===== config.mk =====
export PLATFORM = sky130hd
export DESIGN_NAME = mem_wb_flat
export DESIGN_NICKNAME = d
export VERILOG_FILES = /design/src/rtl/mem_wb_pkg.sv /design/src/rtl/mem_wb_if.sv /design/src/rtl/mem_wb_load_align.sv /design/src/rtl/mem_wb.sv /design/src/flat_wrapper.sv
export SDC_FILE = /design/constraint.sdc
export NUM_CORES = 1
export LEC_CHECK = 0
export ABC_CLOCK_PERIOD_IN_PS = 4000
export BUFFER_PORTS_ARGS = -buffer_cell sky130_fd_sc_hd__buf_2
export CORE_MARGIN = 1.5
export CORE_UTILIZATION = 56
export DETAILED_ROUTE_END_ITERATION = 8
export GPL_TIMING_DRIVEN = 0
export PLACE_DENSITY_LB_ADDON = 0.2
export SYNTH_ARGS = -nofsm -noshare
export SYNTH_HDL_FRONTEND = slang
export SYNTH_SLANG_ARGS = --single-unit
export TNS_END_PERCENT = 50

===== constraint.sdc =====
create_clock -name CLK -period 4 [get_ports CLK]
set_input_delay 0.8 -clock CLK [delete_from_list [all_inputs] [get_ports CLK]]
set_output_delay 0.8 -clock CLK [all_outputs]
set_load 0.05 [all_outputs]

===== src/rtl/mem_wb_pkg.sv =====
// Shared load/store definitions: byte-strobe encodings, access modes, FSM states.
package mem_wb_pkg;

    // Load byte strobes as presented by the LSU; zero means "not a load".
    localparam logic [3:0] StrbNone   = 4'b0000;
    localparam logic [3:0] StrbWord   = 4'b1111;
    localparam logic [3:0] StrbHalfLo = 4'b0011;
    localparam logic [3:0] StrbHalfHi = 4'b1100;
    localparam logic [3:0] StrbByte0  = 4'b0001;
    localparam logic [3:0] StrbByte1  = 4'b0010;
    localparam logic [3:0] StrbByte2  = 4'b0100;
    localparam logic [3:0] StrbByte3  = 4'b1000;

    typedef enum logic [1:0] {
        ModeNone,
        ModeByte,
        ModeHalf,
        ModeWord
    } ls_mode_e;

    typedef enum logic {
        StIdle,
        StWait
    } wb_state_e;

    // Classify a strobe; anything that is not a legal aligned pattern is ModeNone.
    function automatic ls_mode_e strb_mode(input logic [3:0] strb);
        ls_mode_e mode;
        case (strb)
            StrbWord:                                  mode = ModeWord;
            StrbHalfLo, StrbHalfHi:                    mode = ModeHalf;
            StrbByte0, StrbByte1, StrbByte2, StrbByte3: mode = ModeByte;
            default:                                   mode = ModeNone;
        endcase
        return mode;
    endfunction

endpackage


===== src/rtl/mem_wb_if.sv =====
// LSU / memory-response / register-file-write bundle for the write-back stage.
interface mem_wb_if;
    import mem_wb_pkg::*;

    logic [31:0] lsu_out;
    logic        lsu_out_vld;
    logic [4:0]  lsu_rd;
    logic        lsu_rd_wen;
    logic [3:0]  lsu_rstrb;
    logic        lsu_lsign;
    logic        lsu_ready;
    logic [31:0] mem_rdata;
    logic        mem_rvld;
    logic        wb_rd_wen;
    logic [4:0]  wb_rd;
    logic [31:0] wb_wdata;
    logic        wb_load_pending;
    logic        wb_err;
    logic        wb_err_clr;

    // Upstream side: LSU, memory and error-clear source.
    modport master (
        output lsu_out, lsu_out_vld, lsu_rd, lsu_rd_wen, lsu_rstrb, lsu_lsign, lsu_ready,
        output mem_rdata, mem_rvld, wb_err_clr,
        input  wb_rd_wen, wb_rd, wb_wdata, wb_load_pending, wb_err
    );

    // Write-back stage side.
    modport slave (
        input  lsu_out, lsu_out_vld, lsu_rd, lsu_rd_wen, lsu_rstrb, lsu_lsign, lsu_ready,
        input  mem_rdata, mem_rvld, wb_err_clr,
        output wb_rd_wen, wb_rd, wb_wdata, wb_load_pending, wb_err
    );

endinterface


===== src/rtl/mem_wb_load_align.sv =====
// Load data extraction: select the strobed lane and sign/zero extend to 32 bits.
module load_align
    import mem_wb_pkg::*;
(
    input  logic [31:0] i_rdata,
    input  logic [3:0]  i_rstrb,
    input  logic        i_lsign,
    output logic [31:0] o_data,
    output logic        o_bad_strb
);

    logic [15:0] w_half;
    logic [7:0]  w_byte;

    // Lane select by strobe, then extend according to access width.
    always_comb begin
        w_half     = '0;
        w_byte     = '0;
        o_data     = '0;
        o_bad_strb = 1'b0;
        case (i_rstrb)
            StrbHalfLo: w_half = i_rdata[15:0];
            StrbHalfHi: w_half = i_rdata[31:16];
            StrbByte0:  w_byte = i_rdata[7:0];
            StrbByte1:  w_byte = i_rdata[15:8];
            StrbByte2:  w_byte = i_rdata[23:16];
            StrbByte3:  w_byte = i_rdata[31:24];
            default:    ;
        endcase
        case (strb_mode(i_rstrb))
            ModeWord: o_data = i_rdata;
            ModeHalf: o_data = {{16{i_lsign & w_half[15]}}, w_half};
            ModeByte: o_data = {{24{i_lsign & w_byte[7]}}, w_byte};
            default:  o_bad_strb = (i_rstrb != StrbNone);
        endcase
    end

endmodule


===== src/rtl/mem_wb.sv =====
// Write-back stage: retires ALU results and load responses into the register file,
// waits (with a watchdog) for late load data, and flags protocol errors.
module mem_wb
    import mem_wb_pkg::*;
#(
    parameter int unsigned TIMEOUT = 255
) (
    input  logic    CLK,
    input  logic    RSTN,
    mem_wb_if.slave bus
);

    localparam int unsigned WdogW = (TIMEOUT > 1) ? $clog2(TIMEOUT) : 1;

    wb_state_e   r_state;
    logic        r_ready;
    logic [WdogW-1:0] r_wdog;
    logic        r_wen;
    logic [4:0]  r_rd;
    logic [31:0] r_wdata;
    logic        r_err;
    logic [4:0]  r_cap_rd;
    logic        r_cap_rd_wen;
    logic [3:0]  r_cap_rstrb;
    logic        r_cap_lsign;

    logic        w_new_entry;
    logic        w_in_wait;
    logic [3:0]  w_ld_rstrb;
    logic        w_ld_lsign;
    logic [4:0]  w_ld_rd;
    logic        w_ld_rd_wen;
    logic [31:0] w_ld_data;
    logic        w_bad_strb;
    logic        w_ld_write;

    assign w_new_entry = r_ready;
    assign w_in_wait   = (r_state == StWait);

    // A completing load uses the live LSU fields in IDLE and the captured ones in WAIT.
    assign w_ld_rstrb  = w_in_wait ? r_cap_rstrb  : bus.lsu_rstrb;
    assign w_ld_lsign  = w_in_wait ? r_cap_lsign  : bus.lsu_lsign;
    assign w_ld_rd     = w_in_wait ? r_cap_rd     : bus.lsu_rd;
    assign w_ld_rd_wen = w_in_wait ? r_cap_rd_wen : bus.lsu_rd_wen;
    assign w_ld_write  = w_ld_rd_wen && (w_ld_rd != 5'd0) && !w_bad_strb;

    load_align u_load_align (
        .i_rdata    (bus.mem_rdata),
        .i_rstrb    (w_ld_rstrb),
        .i_lsign    (w_ld_lsign),
        .o_data     (w_ld_data),
        .o_bad_strb (w_bad_strb)
    );

    // Write-back FSM with registered register-file write and sticky error.
    always_ff @(posedge CLK or negedge RSTN) begin
        if (!RSTN) begin
            r_state      <= StIdle;
            r_ready      <= 1'b0;
            r_wdog       <= '0;
            r_wen        <= 1'b0;
            r_rd         <= '0;
            r_wdata      <= '0;
            r_err        <= 1'b0;
            r_cap_rd     <= '0;
            r_cap_rd_wen <= 1'b0;
            r_cap_rstrb  <= '0;
            r_cap_lsign  <= 1'b0;
        end else begin
            r_ready <= bus.lsu_ready;
            r_wen   <= 1'b0;
            // Clear first; any set below in the same cycle overrides it.
            if (bus.wb_err_clr) begin
                r_err <= 1'b0;
            end
            unique case (r_state)
                StIdle: begin
                    if (w_new_entry && (bus.lsu_rstrb != StrbNone)) begin
                        if (bus.mem_rvld) begin
                            if (w_bad_strb) begin
                                r_err <= 1'b1;
                            end else if (w_ld_write) begin
                                r_wen   <= 1'b1;
                                r_rd    <= w_ld_rd;
                                r_wdata <= w_ld_data;
                            end
                        end else begin
                            r_cap_rd     <= bus.lsu_rd;
                            r_cap_rd_wen <= bus.lsu_rd_wen;
                            r_cap_rstrb  <= bus.lsu_rstrb;
                            r_cap_lsign  <= bus.lsu_lsign;
                            r_wdog       <= '0;
                            r_state      <= StWait;
                        end
                    end else begin
                        if (w_new_entry && bus.lsu_out_vld && bus.lsu_rd_wen &&
                            (bus.lsu_rd != 5'd0)) begin
                            r_wen   <= 1'b1;
                            r_rd    <= bus.lsu_rd;
                            r_wdata <= bus.lsu_out;
                        end
                        // No load is outstanding, so any response is spurious.
                        if (bus.mem_rvld) begin
                            r_err <= 1'b1;
                        end
                    end
                end
                StWait: begin
                    if (bus.mem_rvld) begin
                        r_state <= StIdle;
                        if (w_bad_strb) begin
                            r_err <= 1'b1;
                        end else if (w_ld_write) begin
                            r_wen   <= 1'b1;
                            r_rd    <= w_ld_rd;
                            r_wdata <= w_ld_data;
                        end
                    end else if (r_wdog == WdogW'(TIMEOUT - 1)) begin
                        r_state <= StIdle;
                        r_err   <= 1'b1;
                    end else begin
                        r_wdog <= r_wdog + 1'b1;
                    end
                end
                default: r_state <= StIdle;
            endcase
        end
    end

    assign bus.wb_rd_wen       = r_wen;
    assign bus.wb_rd           = r_rd;
    assign bus.wb_wdata        = r_wdata;
    assign bus.wb_load_pending = w_in_wait;
    assign bus.wb_err          = r_err;

endmodule


===== src/flat_wrapper.sv =====
// flat-port wrapper written by rule: the top's interface ports become plain ports
module mem_wb_flat import mem_wb_pkg::*;
#(
    parameter int unsigned TIMEOUT = 255
)
  (CLK, RSTN, bus_lsu_out, bus_lsu_out_vld, bus_lsu_rd, bus_lsu_rd_wen, bus_lsu_rstrb, bus_lsu_lsign, bus_lsu_ready, bus_mem_rdata, bus_mem_rvld, bus_wb_err_clr, bus_wb_rd_wen, bus_wb_rd, bus_wb_wdata, bus_wb_load_pending, bus_wb_err);
  mem_wb_if bus_i ();
  input  logic CLK;
  input  logic RSTN;
  input wire logic [$bits(bus_i.lsu_out)-1:0] bus_lsu_out;
  input wire logic [$bits(bus_i.lsu_out_vld)-1:0] bus_lsu_out_vld;
  input wire logic [$bits(bus_i.lsu_rd)-1:0] bus_lsu_rd;
  input wire logic [$bits(bus_i.lsu_rd_wen)-1:0] bus_lsu_rd_wen;
  input wire logic [$bits(bus_i.lsu_rstrb)-1:0] bus_lsu_rstrb;
  input wire logic [$bits(bus_i.lsu_lsign)-1:0] bus_lsu_lsign;
  input wire logic [$bits(bus_i.lsu_ready)-1:0] bus_lsu_ready;
  input wire logic [$bits(bus_i.mem_rdata)-1:0] bus_mem_rdata;
  input wire logic [$bits(bus_i.mem_rvld)-1:0] bus_mem_rvld;
  input wire logic [$bits(bus_i.wb_err_clr)-1:0] bus_wb_err_clr;
  output wire logic [$bits(bus_i.wb_rd_wen)-1:0] bus_wb_rd_wen;
  output wire logic [$bits(bus_i.wb_rd)-1:0] bus_wb_rd;
  output wire logic [$bits(bus_i.wb_wdata)-1:0] bus_wb_wdata;
  output wire logic [$bits(bus_i.wb_load_pending)-1:0] bus_wb_load_pending;
  output wire logic [$bits(bus_i.wb_err)-1:0] bus_wb_err;
  assign bus_i.lsu_out = bus_lsu_out;
  assign bus_i.lsu_out_vld = bus_lsu_out_vld;
  assign bus_i.lsu_rd = bus_lsu_rd;
  assign bus_i.lsu_rd_wen = bus_lsu_rd_wen;
  assign bus_i.lsu_rstrb = bus_lsu_rstrb;
  assign bus_i.lsu_lsign = bus_lsu_lsign;
  assign bus_i.lsu_ready = bus_lsu_ready;
  assign bus_i.mem_rdata = bus_mem_rdata;
  assign bus_i.mem_rvld = bus_mem_rvld;
  assign bus_i.wb_err_clr = bus_wb_err_clr;
  assign bus_wb_rd_wen = bus_i.wb_rd_wen;
  assign bus_wb_rd = bus_i.wb_rd;
  assign bus_wb_wdata = bus_i.wb_wdata;
  assign bus_wb_load_pending = bus_i.wb_load_pending;
  assign bus_wb_err = bus_i.wb_err;
  mem_wb #(.TIMEOUT(TIMEOUT)) u_core (.CLK(CLK), .RSTN(RSTN), .bus(bus_i));
endmodule

======== Yosys cells after proc, flatten, opt, wreduce, memory -nomap -nowiden ========
Index checks and enable logic that the tools add are counted.
operators by class
  $add $sub $neg .......................... 1
  equal/unequal tests ..................... 16
  multiplexer cells ....................... 45
  bitwise operators ....................... 4
  reductions and logical operators ........ 16
operators by type and width
  cell                                                             number
  32-bit 2-to-1 mux                                                5
  32-bit case mux with 3 select lines                              1
  32-bit case mux with 2 select lines                              1
  8-bit 2-to-1 mux                                                 4
  16-bit case mux with 2 select lines                              1
  8-bit case mux with 4 select lines                               1
  5-bit 2-to-1 mux                                                 6
  1-bit 2-to-1 mux                                                 19
  8-bit case mux with 2 select lines                               1
  4-bit == test, second input constant                             3
  5-bit case mux with 2 select lines                               1
  5-bit nonzero test                                               2
  8-bit by 1-bit adder with 8-bit output, second input constant    1
  4-bit by 2-bit == test with 1-bit output, second input constant  2
  8-bit == test, second input constant                             1
  4-bit nonzero test                                               2
  1-bit logical AND                                                6
  2-bit != test, second input constant                             3
  1-bit case mux with 2 select lines                               3
  2-bit case mux with 3 select lines                               1
  2-bit == test, second input constant                             2
  4-bit by 1-bit == test with 1-bit output, second input constant  1
  4-bit by 3-bit == test with 1-bit output, second input constant  1
  4-bit 2-to-1 mux                                                 1
  11 further kinds                                                 13
storage, ports and cells
  bits in registers ....................... 60
  bits of input ports ..................... 81
  output and inout port bits .............. 40
  word-level logic and storage cells ...... 93

======== Depth between registers and ports, before layout ========
  word-level depth ........................ 14
  gate-level depth with buffers ........... 9
  depth with buffers taken out ............ 7

======== Modules after synthesis ========
Synthesis repeated with hierarchy kept, for this count alone.
unflattened totals
  cell total of the unflattened synthesis .. 370
  area, all modules ....................... 3399.5 µm²
by module, submodules not included
  module      times used  cells each  area each (µm²)  sequential area each (µm²)
  mem_wb      1           272         2795.2           1501.4
  load_align  1           98          604.3            0.0

======== Worst setup path before layout ========
No wires, ideal clock.
  kind .................................... input port to flip-flop
  start ................................... input port bus_lsu_rstrb[0]
  end ..................................... register u_core.r_wdata[16], in the netlist u_core.bus.wb_wdata[16]
  library setup time ...................... 0.144 ns
  data arrival time ....................... 2.291 ns
  data required time ...................... 3.856 ns
  path slack .............................. 1.566 ns
  cell stages on the path ................. 7
  buffers on the path ..................... 3
  path through ............................ buf_2 -> or3_1 -> nor4b_4 -> o21bai_4 -> buf_6 -> buf_8 -> o221ai_2
on the way
  cells in the longest elaborated chain, start to end .. 14
  elaborated cells between the ends (all ways) .. 32
  classes of those cells .................. eq/ne (11); mux (11); bitwise (2); reduce/logical (8)
ends and longest elaborated chain
  item                                                                              line                                       RTL
  start: declaration                                                                flat_wrapper.sv:14                         input wire logic [$bits(bus_i.lsu_rstrb)-1:0] bus_lsu_rstrb;
  4-bit 2-to-1 mux                                                                  mem_wb.sv:41                               assign w_ld_rstrb = w_in_wait ? r_cap_rstrb : bus.lsu_rstrb;
  4-bit by 1-bit == test with 1-bit output (tied with other cells)                  mem_wb_pkg.sv:29, mem_wb_load_align.sv:21
  4-bit OR reduction / 2-bit OR reduction (equally long branches)                   mem_wb_pkg.sv:29                           case (strb)
  2-bit case mux with 3 select lines                                                mem_wb_pkg.sv:29
  2-bit by 1-bit == test with 1-bit output / 2-bit == test (equally long branches)  mem_wb_load_align.sv:30                    case (strb_mode(i_rstrb))
  3-bit OR reduction (no line)                                                      n/a
  1-bit 2-to-1 mux                                                                  mem_wb_load_align.sv:30
  1-bit zero test                                                                   mem_wb.sv:45                               assign w_ld_write = w_ld_rd_wen && (w_ld_rd != 5'd0) && !w_bad_strb;
  1-bit logical AND                                                                 mem_wb.sv:45
  32-bit 2-to-1 mux                                                                 mem_wb.sv:82, mem_wb.sv:113
  32-bit 2-to-1 mux                                                                 mem_wb.sv:80, mem_wb.sv:111
  32-bit 2-to-1 mux                                                                 mem_wb.sv:79, mem_wb.sv:109
  32-bit 2-to-1 mux                                                                 mem_wb.sv:78                               if (w_new_entry && (bus.lsu_rstrb != StrbNone)) begin
  32-bit case mux with 2 select lines                                               mem_wb.sv:76                               unique case (r_state)
  end signal: assignment                                                            mem_wb.sv:85                               r_wdata <= w_ld_data;
  end signal: assignment                                                            mem_wb.sv:100                              r_wdata <= bus.lsu_out;
  end signal: assignment                                                            mem_wb.sv:116                              r_wdata <= w_ld_data;
  end: declaration                                                                  mem_wb.sv:20                               logic [31:0] r_wdata;
Several ways; a longest one is shown, not always the timed one.
A chain may end at the register's enable or synchronous reset.

======== Worst setup path after layout ========
  start ................................... input port bus_lsu_rstrb[3]
  end ..................................... register u_core.r_wdata[16], in the netlist u_core.bus.wb_wdata[16]
Same word-level chain as after synthesis.

==> out/results.md <==
## Run status
- complete, no violations — run status

## Placed design
- 605 — instance count after placement with tap cells included
- 0.9516 — routability-driven placement congestion ratio
- 117 — count of port buffers added during placement
- 8.256 mm — estimated wirelength of the detail-placed design

## Floorplanning
- 86.31 um — Horiz. Die Dim
- 0.006756 mm^2 — total core area
- 30 — placement row count
- 57.52% — initial core utilization
- 0.007449 mm^2 — Die Outline Area
- 121 — count of boundary I/O pins
- 86.31 um — DIE HEIGHT

## Clock network
- 0 — Post CTS Setup Buffer Count
- sky130_fd_sc_hd__clkbuf_8 — root cell of the clock tree
- 0 — number of hold-repair buffers added at the cts stage
- 0 — post-cts gate resize count
- 0.07 ns — clock-pin slew on the worst setup and hold paths
- 0.34 ns — clock insertion delay at the later pin of the skew report
- 60 — CTS Sinks
- 3 — CTS H-tree depth
- 9 — total CTS buffers
- 2 — Clock Tree Buf Depth
- done — clock tree from TritonCTS

## Logic synthesis
- 14.42% — fraction of the mapped netlist area in simple logic gates
- 0.6439% — share of synthesized cell area in full adder, half adder and majority cells
- 38.63% — part of the Yosys area used for sequential elements
- 0 — total number of yosys warnings
- 60 — number of synthesized register bits
- 0 — Post-synth EDFFs
- 491 — number of nets produced by synthesis
- 9.525 um^2 — Avg Inst Size Synth
- 2.028% — parity-gate share of the synthesized area counting xor and xnor cells
- 58 — Netlist cell types
- 100.0% — proportion of synthesized flip-flops having asynchronous set or reset
- 0.003886 mm^2 — synthesized cell area
- 30.55% — complex-gate fraction of the synthesized area
- sky130_fd_sc_hd__dfrtp_1 — most instantiated flip-flop cell in the synthesis netlist
- compound AO/OA/AOI/OAI gates — main combinational cell family by area after synthesis
- 408 — number of instances in the synthesized netlist
- 4.250% — fraction of synthesized area in multiplexers

## Global route
- 0 — initial antenna violation count
- 40.92% — met1 track demand over resource
- met2 — busiest layer in global routing
- 6.286% — fraction of met3 tracks used by global routing
- 29.84% — Global Route Usage Sum
- 17.25 mm — first-pass GRT wire length
- 0 — Congestion Overflow GR
- 3,492 — number of global-route vias before repair
- 48.17% — met2 Usage GRT
- 61 — largest net degree at the start of global routing

## Critical path
- buf_2 > buf_2 > or3_1 > o211ai_1 > nand2_1 > o21ai_1 > buf_2 > o221ai_2 — cell-by-cell listing of the critical path
- flip-flop — CP endpoint kind
- sky130_fd_sc_hd__buf_2 — cell repeated most along the worst path
- 0.51 ns — stage delay of the slowest cell on the critical path
- input port — crit path launch type
- 10 — worst-path maximum fanout
- 4.19 ns — CP Data Required Time
- 3 — Critical path buffers and inverters
- 2.93 ns — arrival time at the worst endpoint
- sky130_fd_sc_hd__o21ai_1 — cell with the biggest individual delay on the critical path
- compound AO/OA/AOI/OAI gates — critical path's top delay family
- in2reg — class of the most critical setup path

## Routing
- 5 — drt first pass iters
- 3,857 — via count
- 335 — DRT iter0 DRCs
- 6.211 — Vias/cell
- 0 — number of routed nets with antenna violations
- 10.95 mm — overall routed net length
- 17.63 um — routed len/inst
- 0 — DRC violations left

## Timing
- 0 ns — TNS Setup
- 0.8679 ns — measured slew at the worst slew-check pin
- 41.53% — normalized max-slew margin
- no — RSZ-0062 raised after global routing
- 0 — Slew Limit Fails
- 0 — final number of hold-violating endpoints
- 364.4 MHz — maximum operating frequency
- 68.61% — final clock period utilization by the worst path
- 0.5162 ns — worst-case hold slack
- 0.01088 ns — Final Skew
- 2.744 ns — time the final worst path needs with I/O delays and setup
- 0 — Setup-failing EPs final

## Finish
- 621 — Final Non-Filler Cells
- 0 — number of inserted diodes
- 619 — number of nets in the layout
- 36.41% — fraction of layout cells with a size suffix above 1
- 562 — fill cell total of the finished layout
- 23.76% — Layout Area Growth over Synthesis

## Power
- 0.4152 mV — Max IR drop VDD
- 2.145 nW — leakage component of the power
- 0.002980 W — overall power after layout
- 619.6 mW/mm^2 — Pwr Density

## Run
- 0 — maximum capacitance violations

## Worst hold path
- in2async — worst hold path class

-- state kept, by name, summed over array words and instances, names as in the netlist, 4 cells and up --
| name | count |
|---|---|
| u_core.r_cap_rd | 5 |
| u_core.bus.wb_wdata | 32 |
| u_core.r_wdog | 8 |
| u_core.r_cap_rstrb | 4 |
| u_core.bus.wb_rd | 5 |
-- path summary, 6_finish.rpt --
check	cells past startpoint	start	end	slack, ns
max in group asynchronous	1	RSTN	u_core.bus.wb_wdata[25]	2.98
setup reg to reg	8	u_core.bus.wb_load_pending	u_core.bus.wb_wdata[16]	1.38
min in group CLK	2	u_core.r_cap_rd[3]	u_core.bus.wb_rd[3]	0.52
hold reg to reg	2	u_core.r_cap_rd[3]	u_core.bus.wb_rd[3]	0.52
hold / removal	1	RSTN	u_core.bus.wb_rd[3]	0.52
setup / recovery	8	bus_lsu_rstrb[3]	u_core.bus.wb_wdata[16]	1.26
-- cell usage in the layout (no fill, tap or decap), drive strengths merged, types with 8 or more instances in the layout --
cell type and count:
a211oi 11, o21ai 12, nor2 13, nand2 49
a2111oi 21, a221oi 8, clkbuf 23, nand3 17
o221ai 38, a31oi 8, buf 136, xnor2 8
inv 49, dfrtp 60, mux2 12
-- layer usage --
layer	wire length, um	part of all wire (%)	up-vias
met3	942	8.6	23
met4	183	1.7	0
met1	4681	43	1820
li1	-	-	1811
met2	5140	47	203
met5	0	0	-
-- Yosys cell counts (10+ instances only) --
cell type / n / area, um^2
sky130_fd_sc_hd__dfrtp_1: 60 / 1501
sky130_fd_sc_hd__inv_1: 49 / 183.9
sky130_fd_sc_hd__nand2_1: 49 / 183.9
sky130_fd_sc_hd__a2111oi_0: 21 / 183.9
sky130_fd_sc_hd__o221ai_2: 20 / 300.3
sky130_fd_sc_hd__o221ai_1: 18 / 157.7
sky130_fd_sc_hd__nand3_1: 16 / 80.08
sky130_fd_sc_hd__buf_2: 12 / 60.06
sky130_fd_sc_hd__mux2_2: 12 / 135.1
sky130_fd_sc_hd__nor2_1: 12 / 45.04
sky130_fd_sc_hd__a211oi_1: 10 / 75.07
-- layout make-up --
class,instances,area [um^2],area share (%)
Sequential cell,60,1501,31.22
Buffer,30,183.9,3.824
Clock inverter,4,70.07,1.457
Multi-Input combinational cell,269,2017,41.94
Clock buffer,12,165.2,3.434
Tap cell,80,100.1,2.081
Timing Repair Buffer,117,588.1,12.23
Inverter,49,183.9,3.824
-- report_power, final --
part           internal (W)  switching [W]  total, W
Clock              0.000400       0.000248  0.000647
Combinational      0.000424       0.000986   0.00141
Sequential         0.000806       0.000117  0.000923
Total               0.00163        0.00135   0.00298
-- cell families (layout without fill, tap and decap cells) --
| group | after synthesis | after routing |
|---|---|---|
| AOI/OAI and AO/OA | 132 | 132 |
| xor gates and xnor gates | 9 | 9 |
| adders and majority gates | 2 | 2 |
| buffers and inverters | 79 | 212 |
| DFF | 60 | 60 |
| muxes | 15 | 15 |
| and+or+nand+nor | 111 | 111 |
-- metrics by stage --
step                      cell area (um^2)  worst slack [ns]  utilization (%)
after floorplan                       3886             1.566                -
after global placement                4572            0.9377            67.67
after detailed placement              4572            0.9521            67.67
after CTS                             4807             1.309            71.15
after global routing                  4810             1.185            71.19
final                                 4810             1.256            71.19
Note: power is estimated with default switching activity, not from simulation.
